## config.mk

```make
export PLATFORM = sky130hd
export DESIGN_NAME = bank_index_encoder_flat
export DESIGN_NICKNAME = d
export VERILOG_FILES = /design/src/rtl/bank_enc_pkg.sv /design/src/rtl/bank_index_encoder_if.sv /design/src/rtl/rr_priority_pick.sv /design/src/rtl/bank_index_encoder.sv /design/src/flat_wrapper.sv
export SDC_FILE = /design/constraint.sdc
export NUM_CORES = 1
export LEC_CHECK = 0
export CORE_MARGIN = 2
export CORE_UTILIZATION = 40
export CTS_BUF_LIST = sky130_fd_sc_hd__clkbuf_16
export CTS_CLUSTER_SIZE = 24
export DETAILED_ROUTE_END_ITERATION = 16
export PLACE_DENSITY = 0.6
export SLEW_MARGIN = 30
export SYNTH_ARGS = -nofsm -noshare
export SYNTH_HDL_FRONTEND = slang
export SYNTH_HIERARCHICAL = 1
export SYNTH_SLANG_ARGS = --single-unit
```

## constraint.sdc

```tcl
create_clock -name clk -period 2.9 [get_ports clk]
set_input_delay 0.29 -clock clk [delete_from_list [all_inputs] [get_ports clk]]
set_output_delay 0.29 -clock clk [all_outputs]
set_load 0.02 [all_outputs]
```

## src/rtl/bank_enc_pkg.sv

```systemverilog
// Shared constants and helpers for the bank index encoder (reverse path of the
// bank-select decoder).
package bank_enc_pkg;

  localparam int N_BANKS_DEFAULT = 4;
  localparam int IDX_W_DEFAULT   = $clog2(N_BANKS_DEFAULT);

  // Helpers work at a fixed maximum width; callers size-cast to their own N_BANKS.
  localparam int MAX_BANKS = 64;
  localparam int MAX_IDX_W = $clog2(MAX_BANKS);

  function automatic logic [MAX_BANKS-1:0] onehot_of(input logic [MAX_IDX_W-1:0] idx);
    logic [MAX_BANKS-1:0] oh;
    oh      = '0;
    oh[idx] = 1'b1;
    return oh;
  endfunction

  // Clearing the lowest set bit leaves something only if two or more were set.
  function automatic logic popcount_gt1(input logic [MAX_BANKS-1:0] vec);
    return |(vec & (vec - MAX_BANKS'(1)));
  endfunction

endpackage

```

## src/rtl/bank_index_encoder_if.sv

```systemverilog
// Bank event inputs and the index valid/ready output port of the encoder.
interface bank_index_encoder_if
  import bank_enc_pkg::*;
#(
  parameter int N_BANKS = N_BANKS_DEFAULT
);
  localparam int IDX_W = $clog2(N_BANKS);

  // Transfer happens when out_valid && out_ready; once out_valid rises it stays
  // high with encoder_out stable until that transfer.
  logic [N_BANKS-1:0] encoder_in;
  logic               out_ready;
  logic [IDX_W-1:0]   encoder_out;
  logic               out_valid;
  logic               multi_hot;
  logic               coalesce;

  modport master (
    output encoder_in, out_ready,
    input  encoder_out, out_valid, multi_hot, coalesce
  );

  modport slave (
    input  encoder_in, out_ready,
    output encoder_out, out_valid, multi_hot, coalesce
  );

endinterface

```

## src/rtl/rr_priority_pick.sv

```systemverilog
// Round-robin pick: first set bit of cand at or above rr_ptr, wrapping around.
module rr_priority_pick
  import bank_enc_pkg::*;
#(
  parameter  int N_BANKS = N_BANKS_DEFAULT,
  localparam int IDX_W   = $clog2(N_BANKS)
) (
  input  logic [N_BANKS-1:0] cand,
  input  logic [IDX_W-1:0]   rr_ptr,
  output logic               any,
  output logic [IDX_W-1:0]   i_sel,
  output logic [N_BANKS-1:0] sel_oh
);

  logic [N_BANKS-1:0] rot;
  logic [IDX_W-1:0]   off;

  always_comb begin
    rot = '0;
    off = '0;
    // Rotate so rr_ptr lands on bit 0; index arithmetic wraps in IDX_W bits.
    for (int i = 0; i < N_BANKS; i++) begin
      rot[i] = cand[IDX_W'(i) + rr_ptr];
    end
    for (int i = N_BANKS - 1; i >= 0; i--) begin
      if (rot[i]) off = IDX_W'(i);
    end
    any    = |cand;
    i_sel  = off + rr_ptr;
    sel_oh = any ? N_BANKS'(onehot_of(MAX_IDX_W'(i_sel))) : '0;
  end

endmodule

```

## src/rtl/bank_index_encoder.sv

```systemverilog
// Queues per-bank event pulses and returns one binary bank index per transfer,
// arbitrated round-robin; repeated events from a pending bank merge.
module bank_index_encoder
  import bank_enc_pkg::*;
#(
  parameter int N_BANKS = N_BANKS_DEFAULT  // power of two, 2..MAX_BANKS
) (
  input  logic                 clk,
  input  logic                 rst_n,
  bank_index_encoder_if.slave  bus
);

  localparam int IDX_W = $clog2(N_BANKS);

  logic [N_BANKS-1:0] pending;
  logic [IDX_W-1:0]   rr_ptr;
  logic [IDX_W-1:0]   enc_out_q;
  logic               out_valid_q;
  logic               multi_hot_q;
  logic               coalesce_q;

  logic [N_BANKS-1:0] cand;
  logic               slot_free;
  logic               load;
  logic               any;
  logic [IDX_W-1:0]   i_sel;
  logic [N_BANKS-1:0] sel_oh;

  always_comb begin
    cand      = pending | bus.encoder_in;
    slot_free = !out_valid_q || bus.out_ready;
    load      = slot_free && any;
  end

  rr_priority_pick #(.N_BANKS(N_BANKS)) u_pick (
    .cand   (cand),
    .rr_ptr (rr_ptr),
    .any    (any),
    .i_sel  (i_sel),
    .sel_oh (sel_oh)
  );

  always_ff @(posedge clk or negedge rst_n) begin
    if (!rst_n) begin
      pending     <= '0;
      rr_ptr      <= '0;
      enc_out_q   <= '0;
      out_valid_q <= 1'b0;
      multi_hot_q <= 1'b0;
      coalesce_q  <= 1'b0;
    end else begin
      // A bank loaded this cycle leaves the queue; an event in the same cycle
      // for that bank is absorbed by the load rather than re-queued.
      pending     <= cand & ~(load ? sel_oh : '0);
      multi_hot_q <= popcount_gt1(MAX_BANKS'(bus.encoder_in));
      coalesce_q  <= |(bus.encoder_in & pending);
      if (load) begin
        enc_out_q   <= i_sel;
        out_valid_q <= 1'b1;
        rr_ptr      <= i_sel + IDX_W'(1);
      end else if (slot_free) begin
        out_valid_q <= 1'b0;
      end
    end
  end

  assign bus.encoder_out = enc_out_q;
  assign bus.out_valid   = out_valid_q;
  assign bus.multi_hot   = multi_hot_q;
  assign bus.coalesce    = coalesce_q;

endmodule
```

## src/flat_wrapper.sv

```systemverilog
// flat-port wrapper written by rule: the top's interface ports become plain ports
module bank_index_encoder_flat import bank_enc_pkg::*;
#(
  parameter int N_BANKS = N_BANKS_DEFAULT                               
)
  (clk, rst_n, bus_encoder_in, bus_out_ready, bus_encoder_out, bus_out_valid, bus_multi_hot, bus_coalesce);
  bank_index_encoder_if #(.N_BANKS(N_BANKS)) bus_i ();
  input  logic clk;
  input  logic rst_n;
  input wire logic [$bits(bus_i.encoder_in)-1:0] bus_encoder_in;
  input wire logic [$bits(bus_i.out_ready)-1:0] bus_out_ready;
  output wire logic [$bits(bus_i.encoder_out)-1:0] bus_encoder_out;
  output wire logic [$bits(bus_i.out_valid)-1:0] bus_out_valid;
  output wire logic [$bits(bus_i.multi_hot)-1:0] bus_multi_hot;
  output wire logic [$bits(bus_i.coalesce)-1:0] bus_coalesce;
  assign bus_i.encoder_in = bus_encoder_in;
  assign bus_i.out_ready = bus_out_ready;
  assign bus_encoder_out = bus_i.encoder_out;
  assign bus_out_valid = bus_i.out_valid;
  assign bus_multi_hot = bus_i.multi_hot;
  assign bus_coalesce = bus_i.coalesce;
  bank_index_encoder #(.N_BANKS(N_BANKS)) u_core (.clk(clk), .rst_n(rst_n), .bus(bus_i));
endmodule
```

==> run_results.csv <==
group,metric,value,unit
global_route,grt_pass1_wl,2510,um
floorplan,ioPinCount,12,
logic_synthesis,synth_top_area_share,36.1,%
power,ir_drop,0.708,mV
layout,num_antenna_cells,0,
layout,multi_input_area,460,um2
cts,post_cts_buffers,0,
critical_path,worst_setup_path_start_kind,"input pin",
logic_synthesis,syn-instance-count,73,
cts,cts_buffer_depth,2,
logic_synthesis,synthFlopType,"dfrtp_1",
logic_synthesis,synth-edff-count,0,
power,swShare,37.2,%
power,p_leak,0.375,nW
cts,cts_root_buf,"clkbuf_16",
run,cap_violations,0,
sta,max-slew-margin-rel,67.2,%
logic_synthesis,syn_area_per_cell,10.4,um2
critical_path,timing.rr.start,"u_core/pending[0]",
logic_synthesis,ys_seq_elements,11,
logic_synthesis,async_reset_ff_share,100,%
logic_synthesis,syn_nets,81,
sta,fmax,403,MHz
layout,seqCellArea,275,um2
logic_synthesis,synth_area_leaders,"dfrtp_1, mux2i_1, mux2_4, a21boi_1, nand2_1",
global_route,grt_max_degree,12,
cts,cts-resized-gates,0,
sta,rsz0062_at_grt,"no",
logic_synthesis,synth-seq-area-share,36.1,%
layout,syn2layout_area_growth,27.4,%
sta,setup_total_negative_slack,0,ns
run_status,status,"completed",
critical_path,r2r_cells,10,
cts,path_clk_slew,0.04,ns
sta,worst_pin_slew,0.487,ns
power,p_sw,0.000390,W
critical_path,rrSetupSlack,0.56,ns
sta,fin_crit,2.48,ns
cts,insertion_delay,0.24,ns
cts,cts_hold_buf,0,
power,power_frac_comb,50.9,%
critical_path,critPathCaptureType,"flip-flop",
floorplan,coreArea,0.00176,mm2
floorplan,die_area,0.00227,mm2
global_route,grt_overflow_total,0,
route,drtIter0Drc,12,
placed_design,gp_congestion,0.728,
route,drt-total-wl,1510,um
layout,utilization,55.0,%
sta,worst_clock_skew,0.00192,ns
sta,setup_viol_count_final,0,
floorplan,fp.dieH,47.6,um
sta,finalHoldViolations,0,
cts,cts_buffers,3,
route,via_per_inst,5.29,
layout,finalNetCount,96,
layout,mostFrequentLayoutCells,"clkdlybuf4s50_1, dfrtp_1, nand2_1",
global_route,antenna_found_initial,0,
layout,fillers,173,
critical_path,r2r_end,"u_core/rr_ptr[1]",
critical_path,crit_arrival,2.60,ns
logic_synthesis,ys_types,32,
logic_synthesis,synth.cell_area,762,um2
cts,cts.sinks,11,
cts,cts_tree,"yes",
critical_path,required,3.02,ns
layout,final_cells,112,
logic_synthesis,synth_top_cell_by_area,"dfrtp_1",
sta,final_max_slew_viol_count,0,
placed_design,place.port_buffers,11,
route,routed-via-count,593,
global_route,grt_use_total,17.1,%
power,powerDensity,1080,mW/mm2
layout,layout-drive-gt1-share,19.5,%
placed_design,dp_hpwl,1120,um
floorplan,initial_core_util,43.2,%
sta,holdWs,0.385,ns
placed_design,post-place-cells,108,
global_route,grt_pass1_vias,575,
route,ant_nets,0,
floorplan,die_w,47.6,um
logic_synthesis,ys.warnings.count,6,
power,p_int,0.000658,W
critical_path,critPathKind,"in -> reg",
route,wire_per_inst,13.5,um
route,drc,0,
route,drt_pass1_iterations,4,
worst_hold_path,hp-class,"in -> async",
critical_path,path_max_fanout,9,
power,clockPowerShare,23.7,%
floorplan,num_rows,15,
power,total_power,0.00105,W
power,p_seq_share,25.4,%
cts,htree_levels,1,
sta,fin_crit_sh,85.7,%
-- metal layers --
layer / up-vias / track usage (%) / share of wire [%]
met1: 285 / 19.8 / 46
met5: - / 0 / 0
met3: 2 / 5.66 / 6.0
met2: 21 / 27.0 / 47
li1: 285 / - / -
met4: 0 / 11.4 / 1.2
-- Yosys cell counts (2+ instances only) --
cell / number
mux2_4: 3
xnor2_1: 3
nor2b_1: 2
mux2i_1: 5
or2_2: 4
a21boi_1: 4
nand2_1: 8
inv_1: 2
nor2_1: 4
a211oi_1: 2
dfrtp_1: 11
a22oi_1: 2
a21oi_1: 4
-- sequential cells by signal, summed over array words and instances (netlist names) --
name,count
u_core/bus.coalesce,1
u_core/bus.encoder_out,2
u_core/bus.multi_hot,1
u_core/bus.out_valid,1
u_core/pending,4
u_core/rr_ptr,2
-- stage by stage --
step	setup slack, ns	instance area (um2)
after floorplan	0.720	762
after global placement	0.231	892
after detailed placement	0.191	892
after CTS	0.431	971
after global routing	0.255	971
final	0.416	971
-- critical path, stage by stage --
cell and delay, ns:
clkdlybuf4s50_1 0.45, or2_2 0.38, nor2_1 0.13, a2bb2oi_1 0.17, o211ai_1 0.11, o21a_1 0.14
ha_1 0.21, xnor2_1 0.28, xnor2_1 0.21, xnor2_1 0.16, a21oi_1 0.09
-- layout make-up --
| class | instances | area share (%) |
|---|---|---|
| clock buffer | 3 | 7.73 |
| tap | 25 | 3.22 |
| multi-input combinational | 58 | 47.4 |
| clock inverter | 1 | 0.387 |
| inverter | 2 | 0.773 |
| timing repair buffer | 12 | 12.1 |
| sequential | 11 | 28.4 |
-- logic make-up after synthesis --
logic type | after synthesis | synth area share (%)
AOI/OAI and AO/OA | 18 | 21.0
and+or+nand+nor | 27 | 20.7
muxes | 8 | 12.5
xor gates and xnor gates | 4 | 4.60
buffers and inverters | 4 | 3.45
DFF | 11 | 36.1
adders and majority gates | 1 | 1.64
-- power groups by stage --
stage	Clock [W]	Combinational, W	Sequential (W)
finish	0.000248	0.000534	0.000267
global route	0.000264	0.000593	0.000273
CTS	0.000257	0.000537	0.000265
detailed placement	0	0.000532	0.000267
global placement	0	0.000525	0.000263
floorplan	0	0.000421	0.000265
-- how the worst max path moves through the flow --
stage / startpoint / to / depth (start not counted)
after global routing: bus_encoder_in[0] / u_core/pending[3] / 11
final: bus_encoder_in[0] / u_core/rr_ptr[1] / 11
after detailed placement: bus_encoder_in[0] / u_core/rr_ptr[1] / 11
after global placement: bus_encoder_in[0] / u_core/rr_ptr[1] / 11
after floorplan: u_core/pending[0] / u_core/bus.encoder_out[1] / 10
after CTS: bus_encoder_in[0] / u_core/rr_ptr[1] / 11
Note: power is estimated with default switching activity, not from simulation.
